--- src/rtl/vram_scanout_pkg.sv ---
// Shared constants and helpers for the VRAM scanout block.
// Holds the default raster timing, the derived bytes-per-line count and the
// 2bpp pixel decode used by the scanout shifter.
package vram_scanout_pkg;

    localparam int H_TOTAL_DEF   = 320;
    localparam int H_VISIBLE_DEF = 256;
    localparam int HS_START_DEF  = 272;
    localparam int HS_END_DEF    = 304;
    localparam int V_TOTAL_DEF   = 262;
    localparam int V_VISIBLE_DEF = 231;
    localparam int VS_START_DEF  = 240;
    localparam int VS_END_DEF    = 243;
    localparam int ADDR_W_DEF    = 14;

    localparam int BYTES_PER_LINE = H_VISIBLE_DEF / 4;

    // Pixel k (0 = leftmost) of a packed byte is {b[7-k], b[3-k]};
    // a flipped screen shows the pixels of each byte in reverse order.
    function automatic logic [1:0] pix_decode(input logic [7:0] b,
                                              input logic [1:0] k,
                                              input logic       flip);
        logic [2:0] i;
        i = {1'b0, (flip ? ~k : k)};
        return {b[3'd7 - i], b[3'd3 - i]};
    endfunction

endpackage

--- src/rtl/vram_scanout_timing.sv ---
// video_timing: raster counters with registered blank/sync outputs.
//   clock, reset, ce_pix : clock, synchronous active-high reset, pixel enable
//   hcount, vcount       : current column / line (registered)
//   hblank, vblank       : high outside the visible area (registered)
//   hsync_n, vsync_n     : active-low syncs (registered)
//   active_next          : position being entered on the next ce_pix is visible
//   frame_start          : current position is the last-line prefetch slot
module video_timing
    import vram_scanout_pkg::*;
#(
    parameter int H_TOTAL   = H_TOTAL_DEF,
    parameter int H_VISIBLE = H_VISIBLE_DEF,
    parameter int HS_START  = HS_START_DEF,
    parameter int HS_END    = HS_END_DEF,
    parameter int V_TOTAL   = V_TOTAL_DEF,
    parameter int V_VISIBLE = V_VISIBLE_DEF,
    parameter int VS_START  = VS_START_DEF,
    parameter int VS_END    = VS_END_DEF
) (
    input  logic       clock,
    input  logic       reset,
    input  logic       ce_pix,
    output logic [8:0] hcount,
    output logic [8:0] vcount,
    output logic       hblank,
    output logic       vblank,
    output logic       hsync_n,
    output logic       vsync_n,
    output logic       active_next,
    output logic       frame_start
);

    localparam logic [8:0] H_LAST = 9'(H_TOTAL - 1);
    localparam logic [8:0] H_PRE  = 9'(H_TOTAL - 4);
    localparam logic [8:0] H_VIS  = 9'(H_VISIBLE);
    localparam logic [8:0] HS_S   = 9'(HS_START);
    localparam logic [8:0] HS_E   = 9'(HS_END);
    localparam logic [8:0] V_LAST = 9'(V_TOTAL - 1);
    localparam logic [8:0] V_VIS  = 9'(V_VISIBLE);
    localparam logic [8:0] VS_S   = 9'(VS_START);
    localparam logic [8:0] VS_E   = 9'(VS_END);

    logic [8:0] h_next;
    logic [8:0] v_next;

    always_comb begin
        h_next = (hcount == H_LAST) ? '0 : hcount + 9'd1;
        v_next = vcount;
        if (hcount == H_LAST) begin
            v_next = (vcount == V_LAST) ? '0 : vcount + 9'd1;
        end
        active_next = (h_next < H_VIS) && (v_next < V_VIS);
        frame_start = (hcount == H_PRE) && (vcount == V_LAST);
    end

    // Blank/sync are derived from the next position so they stay aligned
    // with the registered counters.
    always_ff @(posedge clock) begin
        if (reset) begin
            hcount  <= '0;
            vcount  <= '0;
            hblank  <= 1'b0;
            vblank  <= 1'b0;
            hsync_n <= 1'b1;
            vsync_n <= 1'b1;
        end else if (ce_pix) begin
            hcount  <= h_next;
            vcount  <= v_next;
            hblank  <= (h_next >= H_VIS);
            vblank  <= (v_next >= V_VIS);
            hsync_n <= !((h_next >= HS_S) && (h_next < HS_E));
            vsync_n <= !((v_next >= VS_S) && (v_next < VS_E));
        end
    end

endmodule

--- src/rtl/vram_scanout.sv ---
// vram_scanout: reads packed 2bpp bytes from the VRAM read port and emits a
// pixel index stream with raster timing, optionally rotated 180 degrees.
//   clock, reset, ce_pix : clock, synchronous active-high reset, pixel enable
//   flip                 : cocktail flip request, taken at frame start
//   vram_addr, vram_q    : VRAM port B address (registered) and read data
//   pix                  : pixel colour index, 0 while blanked
//   hblank, vblank       : blanking flags
//   hsync_n, vsync_n     : active-low syncs
//   hcount, vcount       : current column / line
module vram_scanout
    import vram_scanout_pkg::*;
#(
    parameter int H_TOTAL   = H_TOTAL_DEF,
    parameter int H_VISIBLE = H_VISIBLE_DEF,
    parameter int HS_START  = HS_START_DEF,
    parameter int HS_END    = HS_END_DEF,
    parameter int V_TOTAL   = V_TOTAL_DEF,
    parameter int V_VISIBLE = V_VISIBLE_DEF,
    parameter int VS_START  = VS_START_DEF,
    parameter int VS_END    = VS_END_DEF,
    parameter int ADDR_W    = ADDR_W_DEF
) (
    input  logic              clock,
    input  logic              reset,
    input  logic              ce_pix,
    input  logic              flip,
    output logic [ADDR_W-1:0] vram_addr,
    input  logic [7:0]        vram_q,
    output logic [1:0]        pix,
    output logic              hblank,
    output logic              vblank,
    output logic              hsync_n,
    output logic              vsync_n,
    output logic [8:0]        hcount,
    output logic [8:0]        vcount
);

    localparam int         BPL    = H_VISIBLE / 4;
    localparam logic [8:0] H_PRE  = 9'(H_TOTAL - 4);
    localparam logic [8:0] V_LAST = 9'(V_TOTAL - 1);
    localparam logic [8:0] V_VIS  = 9'(V_VISIBLE);
    localparam logic [6:0] G_LAST = 7'(BPL - 1);

    logic              active_next;
    logic              frame_start;
    logic [7:0]        hold_reg;
    logic [7:0]        shift_reg;
    logic              flip_latched;
    logic              flip_eff;
    logic              fetch_ok;
    logic [6:0]        grp;
    logic [6:0]        addr_g;
    logic [6:0]        col;
    logic [8:0]        addr_y;
    logic [8:0]        row;
    logic [ADDR_W-1:0] addr_next;
    logic [7:0]        pix_src;
    logic [1:0]        k_next;

    video_timing #(
        .H_TOTAL  (H_TOTAL),
        .H_VISIBLE(H_VISIBLE),
        .HS_START (HS_START),
        .HS_END   (HS_END),
        .V_TOTAL  (V_TOTAL),
        .V_VISIBLE(V_VISIBLE),
        .VS_START (VS_START),
        .VS_END   (VS_END)
    ) u_timing (
        .clock      (clock),
        .reset      (reset),
        .ce_pix     (ce_pix),
        .hcount     (hcount),
        .vcount     (vcount),
        .hblank     (hblank),
        .vblank     (vblank),
        .hsync_n    (hsync_n),
        .vsync_n    (vsync_n),
        .active_next(active_next),
        .frame_start(frame_start)
    );

    // Fetch address: next group of this line, or group 0 of the next line in
    // the last group slot. Off-screen groups/lines hold the address so it
    // never leaves the frame buffer. The frame's first prefetch uses the flip
    // value being latched on that same ce_pix.
    always_comb begin
        grp      = hcount[8:2];
        flip_eff = frame_start ? flip : flip_latched;
        addr_y   = vcount;
        addr_g   = grp + 7'd1;
        fetch_ok = (grp < G_LAST);
        if (hcount == H_PRE) begin
            addr_y   = (vcount == V_LAST) ? '0 : vcount + 9'd1;
            addr_g   = '0;
            fetch_ok = 1'b1;
        end
        fetch_ok  = fetch_ok && (addr_y < V_VIS);
        row       = flip_eff ? (V_VIS - 9'd1 - addr_y) : addr_y;
        col       = flip_eff ? (G_LAST - addr_g) : addr_g;
        addr_next = ADDR_W'(row) * ADDR_W'(BPL) + ADDR_W'(col);

        // On the group boundary the byte moving into the shifter is shown
        // directly, so the first pixel of a group is not delayed a slot.
        pix_src = (hcount[1:0] == 2'd3) ? hold_reg : shift_reg;
        k_next  = hcount[1:0] + 2'd1;
    end

    always_ff @(posedge clock) begin
        if (reset) begin
            vram_addr    <= '0;
            hold_reg     <= '0;
            shift_reg    <= '0;
            flip_latched <= 1'b0;
            pix          <= '0;
        end else if (ce_pix) begin
            if ((hcount[1:0] == 2'd0) && fetch_ok) begin
                vram_addr <= addr_next;
            end
            if (hcount[1:0] == 2'd2) begin
                hold_reg <= vram_q;
            end
            if (hcount[1:0] == 2'd3) begin
                shift_reg <= hold_reg;
            end
            if (frame_start) begin
                flip_latched <= flip;
            end
            pix <= active_next ? pix_decode(pix_src, k_next, flip_latched) : '0;
        end
    end

endmodule

--- config.mk ---
export PLATFORM = sky130hd
export DESIGN_NAME = vram_scanout
export DESIGN_NICKNAME = d
export VERILOG_FILES = /design/src/rtl/vram_scanout_pkg.sv /design/src/rtl/vram_scanout_timing.sv /design/src/rtl/vram_scanout.sv
export SDC_FILE = /design/constraint.sdc
export NUM_CORES = 1
export LEC_CHECK = 0
export BUFFER_PORTS_ARGS = -buffer_cell sky130_fd_sc_hd__buf_2
export CAP_MARGIN = 25
export CORE_MARGIN = 2
export CORE_UTILIZATION = 52
export DETAILED_ROUTE_END_ITERATION = 8
export PLACE_DENSITY_LB_ADDON = 0.25
export SYNTH_ARGS = -nofsm -noshare
export SYNTH_HDL_FRONTEND = slang
export SYNTH_SLANG_ARGS = --single-unit
--- constraint.sdc ---
create_clock -name clock -period 3.6 [get_ports clock]
set_input_delay 0.18 -clock clock [delete_from_list [all_inputs] [get_ports clock]]
set_output_delay 0.18 -clock clock [all_outputs]
set_load 0.05 [all_outputs]
Yosys cells after proc, flatten, opt, wreduce, memory -nomap -nowiden
Cells that the tools add are included.
{ "op_classes": {"n_addsub": 9, "magnitude_cmp": 12, "n_eq_ne": 5, "mux": 16, "n_bitwise": 1, "n_reduce_logical": 11} }
{ "ops": {"columns": ["op", "count"], "rows": [
  ["9-bit 2-to-1 mux", 4],
  ["9-bit equality test, second input constant", 3],
  ["9-bit by 8-bit < comparator with 1-bit output, second input constant", 3],
  ["9-bit by 1-bit adder with 9-bit output, second input constant", 2],
  ["9-bit by 8-bit greater-or-equal comparator with 1-bit output, second input constant", 2],
  ["9-bit greater-or-equal comparator, second input constant", 2],
  ["9-bit < comparator, second input constant", 2],
  ["8-bit 2-to-1 mux", 2],
  ["14-bit by 7-bit adder with 14-bit output", 1],
  ["7-bit 2-to-1 mux", 2],
  ["3-bit by 4-bit < comparator with 1-bit output, second input constant", 2],
  ["8-bit subtractor, first input constant", 1],
  ["7-bit by 1-bit adder with 7-bit output, second input constant", 1],
  ["7-bit by 6-bit < comparator with 1-bit output, second input constant", 1],
  ["6-bit by 7-bit subtractor with 7-bit output, first input constant", 1],
  ["1-bit binary-select mux with 3-bit select", 2],
  ["1-bit logical AND", 6],
  ["2-bit equality test, second input constant", 2],
  ["1-bit 2-to-1 mux", 4],
  ["2-bit 2-to-1 mux", 2],
  ["2-bit AND reduction", 2],
  ["2-bit by 2-bit subtractor with 3-bit output, first input constant", 1],
  ["3-bit by 2-bit subtractor with 3-bit output, first input constant", 1],
  ["2-bit by 1-bit adder with 2-bit output, second input constant", 1],
  ["other kinds (3)", 4]
]} }
{ "totals": {"register_bits": 55, "output_inout_bits": 38} }

Depth between registers and ports, before layout
{ "depth": {"word_depth": 7, "mapped_depth": 17, "ltp_nobuf": 15} }

By module
From an unflattened synthesis, not the netlist that was laid out.
{ "unflattened": {"cells_unflattened": 463, "hier_area_um2": 3851.2} }
{ "by_module_without_submodules": {"columns": ["mod", "n_inst", "cells_each", "area_each_um2", "seq_area_each_um2"], "rows": [
  ["vram_scanout", 1, 271, 2317.2, 660.6],
  ["video_timing", 1, 192, 1534.0, 440.4]
]} }

Worst setup path before layout
Ideal clock, no wire load.
{ "synth_timing": {"kind": "flip-flop to flip-flop", "from": "reg u_timing.hcount[3]", "to": "reg vram_addr[13]", "setup_time_ps": 88, "t_arrival_ps": 4084, "slack_ps": -572, "stages_incl_launch_ff": 16, "n_path_buf": 2, "path_cell_list": "dfxtp_1 -> ha_1 -> buf_2 -> nand4_2 -> nor2_2 -> clkbuf_1 -> nand2_1 -> o21ai_0 -> ha_1 -> inv_1 -> a311o_1 -> or3_1 -> a31oi_1 -> nor2_1 -> or4_4 -> a311oi_2"} }
{ "synth_between": {"elab_chain_len": 6} }
{ "synth_lines": {"columns": ["element", "line", "text"], "rows": [
  ["start, declared", "vram_scanout_timing.sv:23", "output logic [8:0] hcount,"],
  ["start signal, assigned", "vram_scanout_timing.sv:67", "hcount <= h_next;"],
  ["parallel branches: the longest is 6 deep, another holds 14-bit by 7-bit adder with 14-bit output", null, null],
  ["end signal, assigned", "vram_scanout.sv:118", "vram_addr <= addr_next;"],
  ["end, declared", "vram_scanout.sv:27", "output logic [ADDR_W-1:0] vram_addr,"]
]} }
Parallel ways; which one is timed is not known.
A chain may end at the register's enable or synchronous reset.

Final worst setup path
{ "layout_timing": {"from": "reg u_timing.vcount[1]", "to": "reg vram_addr[13]"} }
{ "layout_between": {"elab_chain_len": 7} }
{ "layout_lines": {"columns": ["element", "line", "text"], "rows": [
  ["start, declared", "vram_scanout_timing.sv:24", "output logic [8:0] vcount,"],
  ["start signal, assigned", "vram_scanout_timing.sv:68", "vcount <= v_next;"],
  ["parallel branches: the longest is 7 deep, another holds 14-bit by 7-bit adder with 14-bit output", null, null]
]} }
Parallel ways; which one is timed is not known.

==> results.cfg <==
[sta]
finalCritPeriodShare_pct = 93.3
clock_skew_ps = 10.0
finalSetupViolations = 0
max_freq_mhz = 298
period_needed_ps = 3360
worstMarginPinSlew_ps = 1010
report.final.slew_viol_count = 0
report.final.hold_viol_count = 0
fin_setup_tns_ps = 0
rsz0062_at_grt = no
setup_ws_ps = 240
slew_headroom_pct = 32.9

[floorplanning]
core_region_area_sq_um = 6460
io_pins = 50
die_x_microns = 86.2
start_util_pct = 54.4
die_area_sq_um = 7430
die_h_microns = 86.2
rows = 29

[synthesis]
ys_seq_area_share_pct = 31.3
synth_cell_types = 57
synthTopCellsByCount = nand2_1, dfxtp_1, nor2_1, a21oi_1, nand3_1
post-synth-top-count-cell = nand2_1
syn_avg_cell_area_sq_um = 7.85
ys_ff_latch = 55
synth_fp_nets = 469
synth_edf_count = 0
ys.flop_type = dfxtp_1
synth_area_leaders = dfxtp_1, nand2_1, xnor2_1
netlist_area_sq_um = 3510
synth_cells = 448
synth.top_cell.area_share_pct = 31.3
yosysTopAreaCell = dfxtp_1
async_reset_ff_share_pct = 0
ys_warn_count = 0

[placed_design]
gp_congestion = 0.957
port_buffers = 49
dp.final_hpwl_mm = 6.42
pre_cts_ws_ps = 239

[grt]
overflow = 0
first_global_vias = 3173
grtUsageTotal_pct = 24.4
antenna_found_initial = 0
grt_max_degree = 55
grt_pass1_wl_mm = 14.9

[pwr]
power_density_nw_per_um2 = 313
peakVddDrop_mv = 0.204
p_leak_nw = 1.51

[final_layout]
nFillCells = 595
regArea_sq_um = 1110
num_antenna_cells = 0
drive_above_1_share_pct = 20.2
multiInputGateArea_sq_um = 2260
regMostFlops = vram_addr
top_regs = vram_addr (14), u_timing.hcount (9), u_timing.vcount (9)
area_delta_synth_final_pct = 13.1
largest_reg_flops = 14
nNetsFinal = 509

[drt]
routedWlPerCell_microns = 15.3
vias = 3337
detail_route.vias_per_cell = 5.90
wl_mm = 8.68
route.met3.wl_microns = 476
drt-initial-drc-count = 317
route.met2.wl_mm = 4.23
wirelength_met1_mm = 3.88
dr.pass1.iters = 5
top_layer = met4
drc_errors = 0
ant_nets = 0

[setup_path]
setup.worst_path.start = u_timing.vcount[1]$_SDFFE_PP0P_
cp_data_arrival_time_ps = 3580
critPathLaunchType = flip-flop
regToRegSetupSlack_ps = 240
worstPathCellList = inv_1, ha_1, and4b_1, a21oi_1, nand2_1, o21ai_0, ha_1, inv_1, a311o_1, or3_1, a31oi_1, nor2_1, or4_4, a311oi_2
crit_family = simple AND/OR/NAND/NOR gates
critPathKind = flip-flop to flip-flop
r2r_start = u_timing.vcount[1]$_SDFFE_PP0P_
slowest_stage = or4_4
cp_max_fo = 8
critPathBufInv = 2
cpPeakStageDelay_ps = 510
ff2ff_path_depth = 14
cp.required_ps = 3820
reg2reg_to = vram_addr[13]$_SDFFE_PP0P_
end_kind = flip-flop

[clock_network]
cts-buffers-inserted = 5
holdBufCountCts = 0
cts_tree = done
cts.sinks = 55
clock_latency_ps = 310
htreeDepth = 2
cts_root_buf = clkbuf_8
cts_buffer_depth = 2
cts.reportedPaths.clkPinSlew_ps = 110

[worst_hold_path]
worstHoldEndpoint = hold_reg[1]$_SDFFE_PP0P_
hp-class = input pin to flip-flop
whs_path_depth = 3
worstHoldStart = vram_q[1]

[flow_run]
cap_violations = 0

[outcome]
status = finished, final reports clean
[area by class of cell]
type,instances,share of cell area (%)
Inverter,8,0.755
Clock inverter,3,0.567
Multi-Input combinational cell,350,56.8
Clock buffer,5,1.73
Tap cell,77,2.42
Sequential cell,55,28.0
Timing Repair Buffer,68,9.76
[tightest hold or removal path, delay by kind of cell]
family | cells | cell delay (ps)
and+or+nand+nor | 1 | 70
buffers and inverters | 1 | 100
AOI/OAI and AO/OA | 1 | 50
[placed cells by master (no fill, tap or decap), types with 8 or more instances in the layout]
cell / n
nand2_1: 57
nor2_1: 50
dfxtp_1: 50
buf_2: 49
a21oi_1: 36
nand3_1: 25
xnor2_1: 23
buf_4: 19
mux2i_1: 15
a211oi_1: 12
o21ai_0: 10
nor3_1: 10
a31oi_1: 10
nand4_1: 9
xor2_1: 9
inv_1: 8
[layer usage]
metal  global-route usage [%]  vias to the layer above
met5                        0                        -
met3                     3.43                       12
li1                         -                     1675
met1                     32.3                     1532
met4                     8.10                        0
met2                     41.1                      118
[worst max path at each step]
stage	to	cells past startpoint
global placement	vram_addr[13]$_SDFFE_PP0P_	13
detailed placement	vram_addr[13]$_SDFFE_PP0P_	13
floorplan	vram_addr[13]$_SDFFE_PP0P_	15
global route	vram_addr[13]$_SDFFE_PP0P_	14
finish	vram_addr[13]$_SDFFE_PP0P_	14
CTS	vram_addr[13]$_SDFFE_PP0P_	13
[cell families after synthesis]
family	after synthesis	synth area share [%]
and+or+nand+nor	191	27.4
AOI/OAI and AO/OA	98	17.9
DFF	55	31.3
buffers and inverters	43	5.09
xor gates and xnor gates	32	7.97
muxes	20	7.16
adders and majority gates	9	3.20
[repair_timing]
action / 4_1_cts / 5_1_grt
gates resized for setup: 0 / 3
setup buffers: 0 / 0
setup endpoints to repair: 0 / 1
[report_power, final]
| group | switching [W] | leakage, nW | internal, W |
|---|---|---|---|
| Combinational | 0.000164 | 1.02 | 0.0000771 |
| Clock | 0.000217 | 0.0451 | 0.000140 |
| Sequential | 0.0000178 | 0.450 | 0.000629 |
| Total | 0.000400 | 1.51 | 0.000846 |
[per-stage QoR]
step	utilization [%]	cell area [sq um]	power (W)	cells	hold WS (ps)
after floorplan	-	3560	0.000850	448	343
after global placement	60.0	3870	0.000900	558	433
after detailed placement	60.0	3870	0.000903	558	441
after CTS	61.4	3970	0.00126	566	105
after global routing	61.5	3980	0.00131	566	112
final	61.5	3980	0.00125	566	122
Power figures use the tool's default switching activity.
